### src/rtl/cordic_gain_pkg.sv
// Shared definitions for the CORDIC gain-expansion datapath.
//   N_GAIN_TERMS : number of shift-add terms making up An ~= 1.646759033
//   GAIN_SHIFT   : right-shift amount of each term, applied in order
//   ACC_GUARD    : extra accumulator bits above the operand width
//   CNT_W        : term counter width (counts 0..N_GAIN_TERMS)
//   state_t      : sequencing FSM states
package cordic_gain_pkg;

  localparam int N_GAIN_TERMS = 8;
  localparam int ACC_GUARD    = 2;
  localparam int CNT_W        = 4;

  localparam int GAIN_SHIFT [0:N_GAIN_TERMS-1] = '{0, 1, 3, 6, 8, 9, 12, 15};

  typedef enum logic [1:0] {
    IDLE = 2'd0,
    ACC  = 2'd1,
    DONE = 2'd2
  } state_t;

endpackage

### src/rtl/gain_expand_lane.sv
// One datapath lane of vec_gain_expand: operand register, per-term shift mux,
// accumulator and output narrowing.
// Build option: VEC_GAIN_SAT_EN selects saturating narrowing; without it the
// low CORDIC_WIDTH accumulator bits are kept (two's-complement wrap).
// Ports:
//   clk, rst  : clock, synchronous active-high reset (clears acc and dout)
//   load      : capture din, clear the accumulator
//   step      : add the term selected by sel into the accumulator
//   store     : narrow the accumulator into dout
//   sel       : index of the current gain term
//   din       : signed operand
//   dout      : signed result, held between stores
module gain_expand_lane
  import cordic_gain_pkg::*;
#(
  parameter int CORDIC_WIDTH = 22
) (
  input  logic                           clk,
  input  logic                           rst,
  input  logic                           load,
  input  logic                           step,
  input  logic                           store,
  input  logic [2:0]                     sel,
  input  logic signed [CORDIC_WIDTH-1:0] din,
  output logic signed [CORDIC_WIDTH-1:0] dout
);

  localparam int AW = CORDIC_WIDTH + ACC_GUARD;

  logic signed [CORDIC_WIDTH-1:0] opnd_p0;
  logic signed [AW-1:0]           opnd_ext;
  logic signed [AW-1:0]           term;
  logic signed [AW-1:0]           acc_p1;

  function automatic logic signed [CORDIC_WIDTH-1:0] narrow(input logic signed [AW-1:0] a);
`ifdef VEC_GAIN_SAT_EN
    logic signed [AW-1:0] hi;
    logic signed [AW-1:0] lo;
    hi = {{(AW-CORDIC_WIDTH+1){1'b0}}, {(CORDIC_WIDTH-1){1'b1}}};
    lo = {{(AW-CORDIC_WIDTH+1){1'b1}}, {(CORDIC_WIDTH-1){1'b0}}};
    if (a > hi)
      return CORDIC_WIDTH'(hi);
    else if (a < lo)
      return CORDIC_WIDTH'(lo);
    else
      return CORDIC_WIDTH'(a);
`else
    return CORDIC_WIDTH'(a);
`endif
  endfunction

  // Operand capture; holds for the whole accumulation.
  always_ff @(posedge clk) begin
    if (load)
      opnd_p0 <= din;
  end

  // Floor-shift of the sign-extended operand: -1 contributes -1 per term.
  assign opnd_ext = {{ACC_GUARD{opnd_p0[CORDIC_WIDTH-1]}}, opnd_p0};
  assign term     = opnd_ext >>> GAIN_SHIFT[sel];

  // Accumulate one term per step, then narrow into the output register.
  always_ff @(posedge clk) begin
    if (rst) begin
      acc_p1 <= '0;
      dout   <= '0;
    end else begin
      if (load)
        acc_p1 <= '0;
      else if (step)
        acc_p1 <= acc_p1 + term;
      if (store)
        dout <= narrow(acc_p1);
    end
  end

endmodule

### src/rtl/vec_gain_expand.sv
// vec_gain_expand: multiplies (x,y) by the CORDIC gain An ~= 1.646759 using
// eight shift-add terms, one per clock, both lanes in parallel.
// Build option: VEC_GAIN_SAT_EN saturates the result instead of wrapping.
// Ports:
//   clk, rst            : clock, synchronous active-high reset
//   in_valid / in_ready : operand handshake (in_ready only in IDLE)
//   x_in, y_in          : signed operands
//   out_valid/out_ready : result handshake, result held until accepted
//   x_out, y_out        : x_in*An, y_in*An (truncated)
// Timing: out_valid rises 9 clocks after the accepting edge; the FSM spends
// 8 ACC cycles adding terms and a 9th registering the narrowed result.
module vec_gain_expand
  import cordic_gain_pkg::*;
#(
  parameter int CORDIC_WIDTH = 22
) (
  input  logic                           clk,
  input  logic                           rst,
  input  logic                           in_valid,
  output logic                           in_ready,
  input  logic signed [CORDIC_WIDTH-1:0] x_in,
  input  logic signed [CORDIC_WIDTH-1:0] y_in,
  output logic                           out_valid,
  input  logic                           out_ready,
  output logic signed [CORDIC_WIDTH-1:0] x_out,
  output logic signed [CORDIC_WIDTH-1:0] y_out
);

  localparam logic [CNT_W-1:0] LAST_CNT = CNT_W'(N_GAIN_TERMS);

  state_t           state;
  logic [CNT_W-1:0] cnt;
  logic             load;
  logic             step;
  logic             store;

  assign load  = in_valid && in_ready;
  // cnt == LAST_CNT marks the extra cycle in which all terms are summed.
  assign step  = (state == ACC) && (cnt != LAST_CNT);
  assign store = (state == ACC) && (cnt == LAST_CNT);

  always_ff @(posedge clk) begin
    if (rst) begin
      state     <= IDLE;
      cnt       <= '0;
      in_ready  <= 1'b1;
      out_valid <= 1'b0;
    end else begin
      case (state)
        IDLE: begin
          if (in_valid) begin
            state    <= ACC;
            cnt      <= '0;
            in_ready <= 1'b0;
          end
        end
        ACC: begin
          if (cnt == LAST_CNT) begin
            state     <= DONE;
            out_valid <= 1'b1;
          end else begin
            cnt <= cnt + 1'b1;
          end
        end
        DONE: begin
          if (out_ready) begin
            state     <= IDLE;
            out_valid <= 1'b0;
            in_ready  <= 1'b1;
          end
        end
        default: begin
          state     <= IDLE;
          in_ready  <= 1'b1;
          out_valid <= 1'b0;
        end
      endcase
    end
  end

  gain_expand_lane #(.CORDIC_WIDTH(CORDIC_WIDTH)) u_lane_x (
    .clk   (clk),
    .rst   (rst),
    .load  (load),
    .step  (step),
    .store (store),
    .sel   (cnt[2:0]),
    .din   (x_in),
    .dout  (x_out)
  );

  gain_expand_lane #(.CORDIC_WIDTH(CORDIC_WIDTH)) u_lane_y (
    .clk   (clk),
    .rst   (rst),
    .load  (load),
    .step  (step),
    .store (store),
    .sel   (cnt[2:0]),
    .din   (y_in),
    .dout  (y_out)
  );

endmodule

### config.mk
export PLATFORM = sky130hd
export DESIGN_NAME = vec_gain_expand
export DESIGN_NICKNAME = d
export VERILOG_FILES = /design/src/rtl/cordic_gain_pkg.sv /design/src/rtl/gain_expand_lane.sv /design/src/rtl/vec_gain_expand.sv
export SDC_FILE = /design/constraint.sdc
export NUM_CORES = 1
export LEC_CHECK = 0
export CORE_ASPECT_RATIO = 0.9
export CORE_UTILIZATION = 61
export CTS_CLUSTER_DIAMETER = 30
export DETAILED_ROUTE_END_ITERATION = 10
export MAX_ROUTING_LAYER = met4
export PLACE_DENSITY_LB_ADDON = 0.12
export SLEW_MARGIN = 20
export SYNTH_ARGS = -nofsm -noshare
export SYNTH_HDL_FRONTEND = slang
export SYNTH_SLANG_ARGS = --single-unit
### constraint.sdc
create_clock -name clk -period 8.2 [get_ports clk]
set_input_delay 1.23 -clock clk [delete_from_list [all_inputs] [get_ports clk]]
set_output_delay 1.23 -clock clk [all_outputs]
set_load 0.03 [all_outputs]
==> results.yml <==
run_status:
  status: "completed"
detailed_routing:
  firstDrtPassIters: 7
  wl_um: 22880
  drtIter0Drc: 771
  drc: 0
  wire_per_inst_um: 17.40
  antenna_left: 0
  num_vias: 8159
  via_per_inst: 6.205
floorplanning:
  start_util_pct: 63.24
  std_cell_rows: 41
  io_pins: 94
  dieArea_mm2: 0.01517
  die_y_um: 116.9
  core_mm2: 0.01416
  die_w_um: 129.7
global_routing:
  grt_pass1_vias: 7500
  grt_usage_pct: 32.32
  antenna_found_initial: 0
  overflow: 0
  grt_start_max_net_pins: 61
  grt_pass1_wl_um: 36660
clock_tree:
  clock_sinks: 140
  hold_buffers: 0
  clk_latency_ns: 0.44
  cts_buffers: 17
  post-cts-setup-buffer-count: 0
  cts_resized: 0
  cts.clk_slew.worst_paths_ns: 0.07
  cts_root_buffer: "clkbuf_16"
  htreeDepth: 4
  cts_max_path_buffers: 2
  cts_tree: "built"
place:
  dp_hpwl_um: 16330
  gp_congestion: 0.9754
  numPortBuffers: 93
  dp_slack_ns: 2.911
yosys:
  synth_nets: 1155
  yosysSeqAreaShare_pct: 36.22
  synth.distinct_cells: 76
  synth_top_family_by_area: "compound AO/OA/AOI/OAI gates"
  yosysWarnings: 0
  synth_seq_cells: 140
  synth-edff-count: 44
  async_flop_share_pct: 0
  synth_mux_area_share_pct: 9.838
  avgSynthCellArea_um2: 8.463
  synth_xor_area_share_pct: 1.761
  synthCells: 1058
  synthFlopType: "dfxtp_1"
  syn_area_mm2: 0.008954
  synth_compound_area_share_pct: 21.41
  synthAdderAreaFrac_pct: 7.015
  synth-simple-area-share_pct: 19.84
pwr:
  clock_power_share_pct: 40.0
  power.share.sequential_pct: 36.9
  p_sw_share_pct: 30.07
  power_switching_uw: 642.4
  powerDensity_mw_per_mm2: 201.8
  vdd_ir_drop_max_mv: 0.1566
  p_comb_share_pct: 23.1
  intPower_uw: 1494
  p_leak_uw: 0.004150
setup_path:
  critical_path_class: "register to register"
  cp_data_arrival_time_ns: 5.60
  slowest_delay_ns: 0.67
  required_ns: 8.52
  slowest_stage: "o41ai_1"
  crit_chain: "inv_1 > ha_1 > mux2i_4 > buf_4 > mux2i_1 > mux2i_1 > nor2b_1 > a211oi_1 > a21oi_1 > ha_1 > o21ai_0 > a21oi_1 > nor2_1 > o41ai_1 > a21oi_1 > a311o_1"
  cp_common_cell: "a21oi_1"
  critPathLaunchType: "register"
  worstPathMaxFanout: 60
  r2r_start: "cnt[1]"
  cp-end-kind: "register"
  crit_path_start: "cnt[1]"
sta:
  tns_ns: 0
  finalMaxSlewViolations: 0
  finalClockSkew_ns: 0.01391
  fin_ws_ns: 2.927
  max_slew_margin_pct: 38.40
  setup_viol: 0
  finalHoldViolations: 0
  final.period_utilization_pct: 64.31
  tightest_slew_ns: 0.9199
  fin_crit_ns: 5.273
  rsz0062_at_grt: "false"
  fmax_mhz: 189.6
layout:
  area_growth_syn_to_layout_pct: 18.21
  antenna_cells: 0
  drive_gt1_share_pct: 6.774
  nNetsFinal: 1206
flow_run:
  max_cap_violations: 0
hold_path:
  hold_start: "u_lane_x.dout[11]"
  hp-class: "register to register"
==> cell type report <==
type | instances | area, um2
clock inverter | 14 | 219.0
sequential | 140 | 3243
timing repair buffer | 104 | 1008
multi-input combinational | 837 | 5409
clock buffer | 18 | 429.2
fill | 1096 | 3575
tap | 193 | 241.5
inverter | 9 | 33.78
==> power groups by stage <==
stage / clock (uW) / sequential (uW) / combinational (uW)
floorplan: 0 / 788 / 371
global placement: 0 / 801 / 474
detailed placement: 0 / 802 / 481
CTS: 861 / 787 / 486
global route: 891 / 792 / 543
finish: 854 / 789 / 493
==> cell usage after synthesis (6+ instances only) <==
master / instances / area share, %
buf_2: 10 / 0.56
edfxtp_1: 44 / 15
mux2i_1: 63 / 7.0
dfxtp_1: 96 / 21
and2_1: 24 / 1.7
nand4_1: 12 / 0.84
nand2_1: 211 / 8.8
or3_1: 11 / 0.77
nand3_1: 28 / 1.6
nor3_1: 18 / 1.0
nor2_1: 42 / 1.8
nor2b_1: 9 / 0.63
a211oi_1: 37 / 3.1
o211ai_1: 7 / 0.59
mux4_2: 8 / 2.0
and3_1: 9 / 0.63
ha_1: 47 / 6.6
o21ai_0: 39 / 2.2
nor4_1: 6 / 0.42
xnor2_1: 17 / 1.7
a21o_1: 15 / 1.3
a31oi_1: 15 / 1.0
clkbuf_1: 52 / 2.2
a32o_1: 6 / 0.67
a21oi_1: 137 / 7.7
inv_1: 8 / 0.34
==> metal layers <==
metal  track usage (%)  vias to the layer above  wire, um
met2             53.55                      269     11160
li1                  -                     3989         -
met5                 -                        -         0
met4             14.26                        0       618
met3             5.909                       47      1095
met1             38.64                     3854     10000
==> state kept, by name, indices dropped and copies added (netlist names) <==
register and cells:
u_lane_x.opnd_p0 22, in_ready 1, out_valid 1, u_lane_y.dout 22
u_lane_y.opnd_p0 22, u_lane_x.dout 22, u_lane_x.acc_p1 22, u_lane_y.acc_p1 22
cnt 4, state 2
==> per-stage QoR <==
| step | hold WS [ns] | cell area, um2 | std cells | total power [uW] | utilization (%) |
|---|---|---|---|---|---|
| final | 0.4506 | 10580 | 1315 | 2136 | 74.75 |
| after CTS | 0.4535 | 10580 | 1315 | 2133 | 74.72 |
| after detailed placement | 0.4456 | 9931 | 1283 | 1282 | 70.14 |
| after global routing | 0.4679 | 10580 | 1315 | 2226 | 74.75 |
| after global placement | 0.4401 | 9925 | 1283 | 1275 | 70.10 |
| after floorplan | 0.4402 | 8954 | 1058 | 1160 | - |
==> critical path: cells and delay by family, from the launching register on <==
family,cells,cell delay (ns)
compound gates,7,1.98
fa+ha+maj,2,0.82
buf+inv,2,0.81
flops,1,0.63
mux,3,0.63
simple gates,2,0.27
==> cells in the final DEF, fill, tap and decap left out, types with 17 or more instances in the layout <==
cell / instances
a21oi_1: 137
nor3_1: 18
clkbuf_16: 17
o21ai_0: 39
ha_1: 46
dfxtp_1: 96
clkdlybuf4s50_1: 92
nor2_1: 41
a211oi_1: 37
xnor2_1: 17
mux2i_1: 60
nand2_1: 211
edfxtp_1: 44
nand3_1: 28
and2_1: 23
==> path summary, 6_finish.rpt <==
path                         endpoint  slack, ns  cells after the start
setup / recovery  u_lane_y.acc_p1[18]       2.93                     16
hold / removal      u_lane_x.dout[11]       0.45                      2
setup reg to reg  u_lane_y.acc_p1[18]       2.93                     16
hold reg to reg     u_lane_x.dout[11]       0.45                      2
==> cells by family (layout without fill, tap and decap cells) <==
logic type,after synthesis,in the layout
compound gates,304,304
xor+xnor,18,18
fa+ha+maj,49,49
buf+inv,81,145
flops,140,140
mux,77,77
simple gates,389,389
Note: power is estimated with default switching activity, not from simulation.
